$ cat config.mk
export PLATFORM = sky130hd
export DESIGN_NAME = csr_unit
export DESIGN_NICKNAME = d
export VERILOG_FILES = /design/src/rtl/csr_unit.sv
export SDC_FILE = /design/constraint.sdc
export NUM_CORES = 1
export LEC_CHECK = 0
export CAP_MARGIN = 20
export CORE_ASPECT_RATIO = 1.2
export CORE_MARGIN = 2
export CORE_UTILIZATION = 23
export DETAILED_ROUTE_END_ITERATION = 8
export PLACE_DENSITY_LB_ADDON = 0.2
export SLEW_MARGIN = 20
export SYNTH_ARGS = -nofsm -noshare
export SYNTH_HDL_FRONTEND = slang
export SYNTH_SLANG_ARGS = --single-unit
$ cat constraint.sdc
create_clock -name clk -period 11 [get_ports clk]
set_input_delay 1.1 -clock clk [delete_from_list [all_inputs] [get_ports clk]]
set_output_delay 1.1 -clock clk [all_outputs]
set_load 0.02 [all_outputs]
$ cat src/rtl/csr_unit.sv
// ---------------------------------------------------------------------------
// csr_unit
//
// Machine-mode CSR file for the single-cycle RV32I core. Holds mstatus, mie,
// mtvec, mscratch, mepc, mcause, mip and the 64-bit mcycle counter, performs
// CSRRW/CSRRS/CSRRC read-modify-write, takes external/timer interrupts at
// instruction boundaries and supplies the PC redirect for traps and mret.
//
// Ports:
//   clk, rst          core clock, asynchronous active-high reset
//   instr_valid       current cycle holds a retiring instruction
//   csr_rd, csr_wr    CSR read / write enables from the controller
//   csr_op            01 RW, 10 RS, 11 RC, 00 no operation
//   csr_addr          12-bit CSR address
//   csr_wdata         rs1 value or zero-extended zimm
//   pc                PC of the current instruction
//   is_mret           current instruction is mret
//   ext_irq           level-sensitive external interrupt
//   timer_irq         level-sensitive timer interrupt
//   csr_rdata         old value of the addressed CSR (combinational)
//   illegal_csr       unimplemented / read-only CSR access (combinational)
//   redirect          PC must load redirect_pc this cycle (combinational)
//   redirect_pc       trap vector or mepc (combinational)
// ---------------------------------------------------------------------------
module csr_unit #(
    parameter int unsigned XLEN        = 32,
    parameter logic [31:0] MTVEC_RESET = 32'h0000_0000
) (
    input  logic            clk,
    input  logic            rst,
    input  logic            instr_valid,
    input  logic            csr_rd,
    input  logic            csr_wr,
    input  logic [1:0]      csr_op,
    input  logic [11:0]     csr_addr,
    input  logic [XLEN-1:0] csr_wdata,
    input  logic [XLEN-1:0] pc,
    input  logic            is_mret,
    input  logic            ext_irq,
    input  logic            timer_irq,
    output logic [XLEN-1:0] csr_rdata,
    output logic            illegal_csr,
    output logic            redirect,
    output logic [XLEN-1:0] redirect_pc
);

    // -----------------------------------------------------------------------
    // Constants
    // -----------------------------------------------------------------------
    localparam logic [11:0] ADDR_MSTATUS  = 12'h300;
    localparam logic [11:0] ADDR_MIE      = 12'h304;
    localparam logic [11:0] ADDR_MTVEC    = 12'h305;
    localparam logic [11:0] ADDR_MSCRATCH = 12'h340;
    localparam logic [11:0] ADDR_MEPC     = 12'h341;
    localparam logic [11:0] ADDR_MCAUSE   = 12'h342;
    localparam logic [11:0] ADDR_MIP      = 12'h344;
    localparam logic [11:0] ADDR_MCYCLE   = 12'hB00;
    localparam logic [11:0] ADDR_MCYCLEH  = 12'hB80;

    localparam logic [31:0] ALIGN_MASK    = 32'hFFFF_FFFC;
    localparam logic [31:0] MTVEC_INIT    = MTVEC_RESET & ALIGN_MASK;
    localparam logic [31:0] CAUSE_EXT     = 32'h8000_000B;
    localparam logic [31:0] CAUSE_TIMER   = 32'h8000_0007;
    localparam logic [31:0] ALL_ONES      = 32'hFFFF_FFFF;

    // -----------------------------------------------------------------------
    // Helper functions
    // -----------------------------------------------------------------------

    // Read-modify-write result for the CSR instruction variants.
    function automatic logic [31:0] csr_modify(
        input logic [1:0]  op,
        input logic [31:0] old_val,
        input logic [31:0] wdata
    );
        logic [31:0] res;
        case (op)
            2'b01:   res = wdata;
            2'b10:   res = old_val | wdata;
            2'b11:   res = old_val & ~wdata;
            default: res = old_val;
        endcase
        return res;
    endfunction

    // True for every address this block implements.
    function automatic logic csr_implemented(input logic [11:0] addr);
        logic hit;
        case (addr)
            ADDR_MSTATUS, ADDR_MIE, ADDR_MTVEC, ADDR_MSCRATCH, ADDR_MEPC,
            ADDR_MCAUSE, ADDR_MIP, ADDR_MCYCLE, ADDR_MCYCLEH: hit = 1'b1;
            default:                                          hit = 1'b0;
        endcase
        return hit;
    endfunction

    // mip is read-only here, and addr[11:10] == 11 is the read-only CSR space.
    function automatic logic csr_read_only(input logic [11:0] addr);
        return (addr == ADDR_MIP) || (addr[11:10] == 2'b11);
    endfunction

    // -----------------------------------------------------------------------
    // State
    // -----------------------------------------------------------------------
    logic        mstatus_mie_q,  mstatus_mie_d;
    logic        mstatus_mpie_q, mstatus_mpie_d;
    logic        mie_mtie_q,     mie_mtie_d;
    logic        mie_meie_q,     mie_meie_d;
    logic        mip_mtip_q,     mip_mtip_d;
    logic        mip_meip_q,     mip_meip_d;
    logic [31:0] mtvec_q,        mtvec_d;
    logic [31:0] mscratch_q,     mscratch_d;
    logic [31:0] mepc_q,         mepc_d;
    logic [31:0] mcause_q,       mcause_d;
    logic [31:0] mcycle_q,       mcycle_d;
    logic [31:0] mcycleh_q,      mcycleh_d;

    // -----------------------------------------------------------------------
    // Combinational signals
    // -----------------------------------------------------------------------
    logic        access_s;
    logic        illegal_s;
    logic [31:0] mstatus_val_s;
    logic [31:0] mie_val_s;
    logic [31:0] mip_val_s;
    logic [31:0] old_val_s;
    logic [31:0] new_val_s;
    logic        ext_pend_s;
    logic        tmr_pend_s;
    logic        trap_s;
    logic        mret_s;
    logic        wr_en_s;
    logic        wr_mstatus_s;
    logic        wr_mie_s;
    logic        wr_mtvec_s;
    logic        wr_mscratch_s;
    logic        wr_mepc_s;
    logic        wr_mcause_s;
    logic        wr_mcycle_s;
    logic        wr_mcycleh_s;
    logic        carry_s;

    // Architectural read views of the partially implemented registers.
    assign mstatus_val_s = {19'b0, 2'b11, 3'b0, mstatus_mpie_q, 3'b0, mstatus_mie_q, 3'b0};
    assign mie_val_s     = {20'b0, mie_meie_q, 3'b0, mie_mtie_q, 7'b0};
    assign mip_val_s     = {20'b0, mip_meip_q, 3'b0, mip_mtip_q, 7'b0};

    // Access legality check.
    assign access_s  = csr_rd | csr_wr;
    assign illegal_s = access_s & (~csr_implemented(csr_addr)
                                   | (csr_wr & csr_read_only(csr_addr)));

    // Old-value multiplexer for the addressed CSR.
    always_comb begin
        old_val_s = 32'h0000_0000;
        case (csr_addr)
            ADDR_MSTATUS:  old_val_s = mstatus_val_s;
            ADDR_MIE:      old_val_s = mie_val_s;
            ADDR_MTVEC:    old_val_s = mtvec_q;
            ADDR_MSCRATCH: old_val_s = mscratch_q;
            ADDR_MEPC:     old_val_s = mepc_q;
            ADDR_MCAUSE:   old_val_s = mcause_q;
            ADDR_MIP:      old_val_s = mip_val_s;
            ADDR_MCYCLE:   old_val_s = mcycle_q;
            ADDR_MCYCLEH:  old_val_s = mcycleh_q;
            default:       old_val_s = 32'h0000_0000;
        endcase
    end

    assign new_val_s = csr_modify(csr_op, old_val_s, csr_wdata);

    // Interrupt arbitration; uses the registered mip copies, so an IRQ
    // line needs one edge before it can trap.
    assign ext_pend_s = mie_meie_q & mip_meip_q;
    assign tmr_pend_s = mie_mtie_q & mip_mtip_q;
    assign trap_s     = ~rst & instr_valid & mstatus_mie_q & (ext_pend_s | tmr_pend_s);
    assign mret_s     = ~rst & instr_valid & is_mret & ~trap_s;

    // A trap replaces the instruction, so its CSR write is dropped.
    assign wr_en_s       = ~rst & instr_valid & csr_wr & ~illegal_s & ~trap_s;
    assign wr_mstatus_s  = wr_en_s & (csr_addr == ADDR_MSTATUS);
    assign wr_mie_s      = wr_en_s & (csr_addr == ADDR_MIE);
    assign wr_mtvec_s    = wr_en_s & (csr_addr == ADDR_MTVEC);
    assign wr_mscratch_s = wr_en_s & (csr_addr == ADDR_MSCRATCH);
    assign wr_mepc_s     = wr_en_s & (csr_addr == ADDR_MEPC);
    assign wr_mcause_s   = wr_en_s & (csr_addr == ADDR_MCAUSE);
    assign wr_mcycle_s   = wr_en_s & (csr_addr == ADDR_MCYCLE);
    assign wr_mcycleh_s  = wr_en_s & (csr_addr == ADDR_MCYCLEH);

    // Writing the low half replaces its increment, so no carry leaves it.
    assign carry_s = (mcycle_q == ALL_ONES) & ~wr_mcycle_s;

    // Combinational outputs: read data, illegal flag and PC redirect.
    always_comb begin
        csr_rdata   = 32'h0000_0000;
        illegal_csr = 1'b0;
        redirect    = 1'b0;
        redirect_pc = mepc_q;
        if (csr_rd & ~illegal_s) begin
            csr_rdata = old_val_s;
        end else begin
            csr_rdata = 32'h0000_0000;
        end
        illegal_csr = ~rst & illegal_s;
        redirect    = trap_s | mret_s;
        if (trap_s) begin
            redirect_pc = mtvec_q;
        end else begin
            redirect_pc = mepc_q;
        end
    end

    // Next-state logic for mstatus: trap entry, then mret, then CSR write.
    always_comb begin
        mstatus_mie_d  = mstatus_mie_q;
        mstatus_mpie_d = mstatus_mpie_q;
        if (trap_s) begin
            mstatus_mpie_d = mstatus_mie_q;
            mstatus_mie_d  = 1'b0;
        end else if (mret_s) begin
            mstatus_mie_d  = mstatus_mpie_q;
            mstatus_mpie_d = 1'b1;
        end else if (wr_mstatus_s) begin
            mstatus_mie_d  = new_val_s[3];
            mstatus_mpie_d = new_val_s[7];
        end else begin
            mstatus_mie_d  = mstatus_mie_q;
            mstatus_mpie_d = mstatus_mpie_q;
        end
    end

    // Next-state logic for the trap-capture registers mepc and mcause.
    always_comb begin
        mepc_d   = mepc_q;
        mcause_d = mcause_q;
        if (trap_s) begin
            mepc_d = pc & ALIGN_MASK;
            if (ext_pend_s) begin
                mcause_d = CAUSE_EXT;
            end else begin
                mcause_d = CAUSE_TIMER;
            end
        end else begin
            if (wr_mepc_s) begin
                mepc_d = new_val_s & ALIGN_MASK;
            end else begin
                mepc_d = mepc_q;
            end
            if (wr_mcause_s) begin
                mcause_d = new_val_s;
            end else begin
                mcause_d = mcause_q;
            end
        end
    end

    // Next-state logic for the plain software-written registers and mip.
    always_comb begin
        mie_mtie_d = wr_mie_s      ? new_val_s[7]             : mie_mtie_q;
        mie_meie_d = wr_mie_s      ? new_val_s[11]            : mie_meie_q;
        mtvec_d    = wr_mtvec_s    ? (new_val_s & ALIGN_MASK) : mtvec_q;
        mscratch_d = wr_mscratch_s ? new_val_s                : mscratch_q;
        mip_mtip_d = timer_irq;
        mip_meip_d = ext_irq;
    end

    // Next-state logic for the 64-bit cycle counter.
    always_comb begin
        if (wr_mcycle_s) begin
            mcycle_d = new_val_s;
        end else begin
            mcycle_d = mcycle_q + 32'd1;
        end
        if (wr_mcycleh_s) begin
            mcycleh_d = new_val_s;
        end else begin
            mcycleh_d = mcycleh_q + {31'b0, carry_s};
        end
    end

    // State registers with asynchronous reset.
    always_ff @(posedge clk or posedge rst) begin
        if (rst) begin
            mstatus_mie_q  <= 1'b0;
            mstatus_mpie_q <= 1'b0;
            mie_mtie_q     <= 1'b0;
            mie_meie_q     <= 1'b0;
            mip_mtip_q     <= 1'b0;
            mip_meip_q     <= 1'b0;
            mtvec_q        <= MTVEC_INIT;
            mscratch_q     <= 32'h0000_0000;
            mepc_q         <= 32'h0000_0000;
            mcause_q       <= 32'h0000_0000;
            mcycle_q       <= 32'h0000_0000;
            mcycleh_q      <= 32'h0000_0000;
        end else begin
            mstatus_mie_q  <= mstatus_mie_d;
            mstatus_mpie_q <= mstatus_mpie_d;
            mie_mtie_q     <= mie_mtie_d;
            mie_meie_q     <= mie_meie_d;
            mip_mtip_q     <= mip_mtip_d;
            mip_meip_q     <= mip_meip_d;
            mtvec_q        <= mtvec_d;
            mscratch_q     <= mscratch_d;
            mepc_q         <= mepc_d;
            mcause_q       <= mcause_d;
            mcycle_q       <= mcycle_d;
            mcycleh_q      <= mcycleh_d;
        end
    end

endmodule

== Word level (Yosys, flattened, before mapping) ==
Index checks and enable logic that the tools add are counted.
Widths: inputs -> output; s select.
Word-level totals
  register bits after elaboration: 196
  logic and storage cells: 86
  output and inout bits: 66
Cells by class
  eq/ne operators: 14
  reduce and logical (&&, ||, !) cells: 5
  $add $sub $neg: 2
  muxes and demuxes: 18
  bitwise logic cells: 35
Operators by type and width (number)
  $pmux 32 s9: 1
  $mux 32: 8
  $pmux 32 s3: 1
  $eq 12x10->1 const B: 7
  $add 32x1->32: 1
  $add 32x1->32 const B: 1
  $and 32x32->32: 1
  $eq 32x32->1 const B: 1
  $not 32->32: 1
  $or 32x32->32: 1
  $eq 12x12->1 const B: 2
  $and 1x1->1: 23
  $reduce_or 9->1: 1
  $mux 1: 7
  $eq 2x2->1 const B: 3
  $not 1->1: 5
  $mux 4: 1
  $or 1x1->1: 4
  $reduce_bool 2->1: 2
  $reduce_bool 3->1: 1
  $eq 2x1->1 const B: 1
  $logic_or 1x1->1: 1

== Depth between registers and ports, before layout ==
  depth in word-level cells: 14
  depth in mapped cells: 16
  mapped depth without buffers: 11

== Least setup slack after synthesis ==
OpenSTA, ideal clock, no wires.
  path type: input-to-output
  start: input rst
  end: output illegal_csr
  setup slack: 4.162 ns
  stages on the path: 3
  arrival time: 5.738 ns
  cells stage by stage: inv_1 nand2_1 o21bai_1
Between the ends
  longest elaborated chain between the ends: 2
RTL lines
  start, declared: line 30  | input logic rst,
  $not 1->1: line 204  | illegal_csr = ~rst & illegal_s;
  $and 1x1->1: line 204
  end, declared: line 42  | output logic illegal_csr,
No other way between the ends.

== Worst setup path after layout ==
  start: input csr_addr[1]
  end: output csr_rdata[30]
Between the ends
  longest elaborated chain between the ends: 9
RTL lines
  start, declared: line 35  | input logic [11:0] csr_addr,
  $eq 12x10->1, or another cell as far along: line 89, 99, 156
  $reduce_or 9->1: line 89  | case (addr)
  $mux 1: line 89
  $not 1->1: line 150  | assign illegal_s = access_s & (~csr_implemented(csr_addr)
  $or 1x1->1: line 151  | | (csr_wr & csr_read_only(csr_addr)));
  $and 1x1->1: line 150
  $not 1->1: line 199  | if (csr_rd & ~illegal_s) begin
  $and 1x1->1: line 199
  $mux 32 *: line 199
  end, declared: line 41  | output logic [XLEN-1:0] csr_rdata,
Every way passes the cells marked *; elsewhere a longest branch is shown, timed or not.

==> run metrics <==
FF-to-FF setup slack 6.98 ns; routed len/inst 21.2 um; clock root buffer clkbuf_16; Flop pwr share 47.6%; Max-Cap Viols 0; via-per-instance ratio 5.01; CP endpoint kind output port; IO Count ~150; CTS Buf Count 17; crit path kind in2out; # rows between 80 and 90; die area 51800 um2; syn avg cell area 8.76 um2; Worst EP required 9.90 ns; status complete, no violations; Post-CTS Resized 0; Pleak 5.62 nW; relative slew slack 32.4%; ys async rst share 100%; reg2reg start mip_meip_q$_DFF_PP0_; pre-CTS setup slack 4.78 ns; Worst Hold Slack 0.483 ns; largest net degree at the start of global routing 86; achievable frequency 0.162 GHz; Final setup viols 0; antenna-violating nets left 0; Post-DP HPWL between 20000 and 30000 um; CTS tree done; deepest clock path buffer count 2; number of synthesized flops with an enable pin 0; critical path startpoint category input pin; share of layout cells above drive strength 1 7.54%; flops & latches, synth between 150 and 200; vias in the first global route 10.5k; Initial Util 23.3%; Switching Share between 20% and 30%; clock slew at reported path FFs 0.07 ns; RSZ-0062 raised after global routing no; switching power ~0.43 mW; Hold Crit Depth 2; DRC Markers 0; Worst Skew 0.0149 ns; GRT Total Usage 17.0%; post-route minimum period 6.19 ns; combinational share of power roughly a tenth; final worst setup slack between 4 and 5 ns; gr ovfl total 0; Area growth, synth to finish 22.8%; final hold vios 0; fin nets about 1.5k; share of the clock period used by the worst path ~56%; CP Max Fanout 20; Pwr per Cell Area between 100 and 150 nW/um2; Hold Path End mscratch_q[3]$_DFFE_PP0P_; Top FF cell, synth dfrtp_1; top post-synthesis cells by area dfrtp_1 (42%), nand2_1 (9.9%), xnor2_1 (5.6%); fin util 28.6%; I/O Buffers 147; Hold-fix buffers, CTS 0; post-CTS setup buffers 0; yosys warns 0; area of the core 49300 um2; top cells by count, synth nand2_1 (302), dfrtp_1 (194), o21ai_0 (90), o21ai_1 (84), xnor2_1 (73); Pwr Total 1.56 mW; Netlist Area Pre-Place approximately 12000 um2; Clk pwr share 42.2%; largest vdd supply drop 79.0 uV; number of vias in the routed layout a little over 10k; top cell type's share of synthesized area 42.2%; Mapped Cells 1313; first-pass GRT wire length approximately 67000 um; Iter 0 DRT Violations 643; Detailed Route WL 43700 um; Worst-Margin Slew 1.01 ns; post-synthesis sequential area ratio 42.2%; clk sinks 194; worst endpoint data arrival time 5.09 ns; RR Endpoint mcycleh_q[19]$_DFF_PP0_; Synth area leader dfrtp_1; Internal roughly 1.1 mW; Register-to-Register Path Depth 11; Hold Path Origin mscratch_q[3]$_DFFE_PP0P_; TNS Setup 0 ns; gpl congestion 0.813; Netlist cell types 70; 1st-pass router iterations 5; clock latency on the worst-skew pair 0.46 ns; hold crit path type reg2reg; Die Span X 208 um; top-count cell post-synth nand2_1; Slew Viols, Final 0; htree depth 4; Die H 249 um; initial antenna violation count 0
[layer usage]
metal	up-vias	global-route usage, %	wire length (um)
li1	4870	-	-
met1	5165	22.3	19800
met2	246	29.1	21600
met3	31	2.48	1680
met4	0	4.25	547
met5	-	0	0
[worst max-delay path: stages]
cell and delay [ns]:
clkdlybuf4s50_1 0.79, or4_4 0.77, nor4_4 0.15, buf_4 0.34, and3b_1 0.82, a221oi_1 0.30, nor2_1 0.17, clkdlybuf4s50_1 0.62
[sequential cells by signal, summed over array words and instances (netlist names)]
register        count
mtvec_q            30
mscratch_q         32
mip_mtip_q          1
mstatus_mpie_q      1
mcycle_q           32
mstatus_mie_q       1
mie_mtie_q          1
mie_meie_q          1
mcause_q           32
mip_meip_q          1
mepc_q             30
mcycleh_q          32
[per-stage QoR]
step	std cells	area (um2)
6_report	2058	14100
5_1_grt	2057	14100
4_1_cts	2057	14100
3_5_place_dp	2025	13500
3_3_place_gp	2025	13500
2_1_floorplan	1314	11500
[worst max path at each step]
| stage | end | slack, ns | from | cells past startpoint |
|---|---|---|---|---|
| final | csr_rdata[30] | 4.81 | csr_addr[1] | 8 |
| after global routing | csr_rdata[30] | 4.62 | csr_addr[1] | 8 |
| after CTS | csr_rdata[30] | 4.78 | csr_addr[1] | 8 |
| after detailed placement | csr_rdata[30] | 4.78 | csr_addr[1] | 8 |
| after global placement | csr_rdata[30] | 4.79 | csr_addr[1] | 8 |
| after floorplan | illegal_csr | 4.16 | rst | 3 |
[cells by family (layout without fill, tap and decap cells)]
group / count (synthesis) / in the layout / share of synthesized area (%)
compound gates: 338 / 338 / 19.4
xor+xnor: 91 / 91 / 6.93
fa+ha+maj: 3 / 3 / 0.326
buf+inv: 107 / 213 / 4.45
flops: 194 / 194 / 42.2
mux: 62 / 62 / 5.46
other cells: 1 / 3 / 0.0326
simple gates: 517 / 517 / 21.2
[layout make-up]
type	instances	area (um2)
flip-flops and latches	194	4850
repair buffers	174	1660
diodes	1	2.50
multi-input cells	1013	6180
well taps	637	797
clock inverters	15	173
fillers	5275	35200
clock buffers	17	425
inverters	7	33.8
[power groups by stage]
stage               Clock, mW  Sequential (mW)  Combinational, mW
finish                  0.658            0.741              0.159
global route            0.704            0.743              0.174
CTS                     0.674            0.741              0.161
detailed placement          0            0.755              0.161
global placement            0            0.755              0.160
floorplan                   0            0.750             0.0903
[cell usage in the layout, fill, tap and decap left out, types with 27 or more instances in the layout]
| cell type | Yosys | layout |
|---|---|---|
| o21ai_1 | 84 | 84 |
| clkdlybuf4s50_1 | 0 | 145 |
| nor2_1 | 29 | 29 |
| a22oi_1 | 46 | 46 |
| nand4_1 | 29 | 29 |
| xnor2_1 | 73 | 73 |
| dfrtp_1 | 194 | 194 |
| nand3_1 | 68 | 68 |
| o21ai_0 | 90 | 90 |
| buf_4 | 3 | 27 |
| nand2_1 | 302 | 300 |
| mux2i_1 | 56 | 56 |
(Power assumes the default switching activity.)
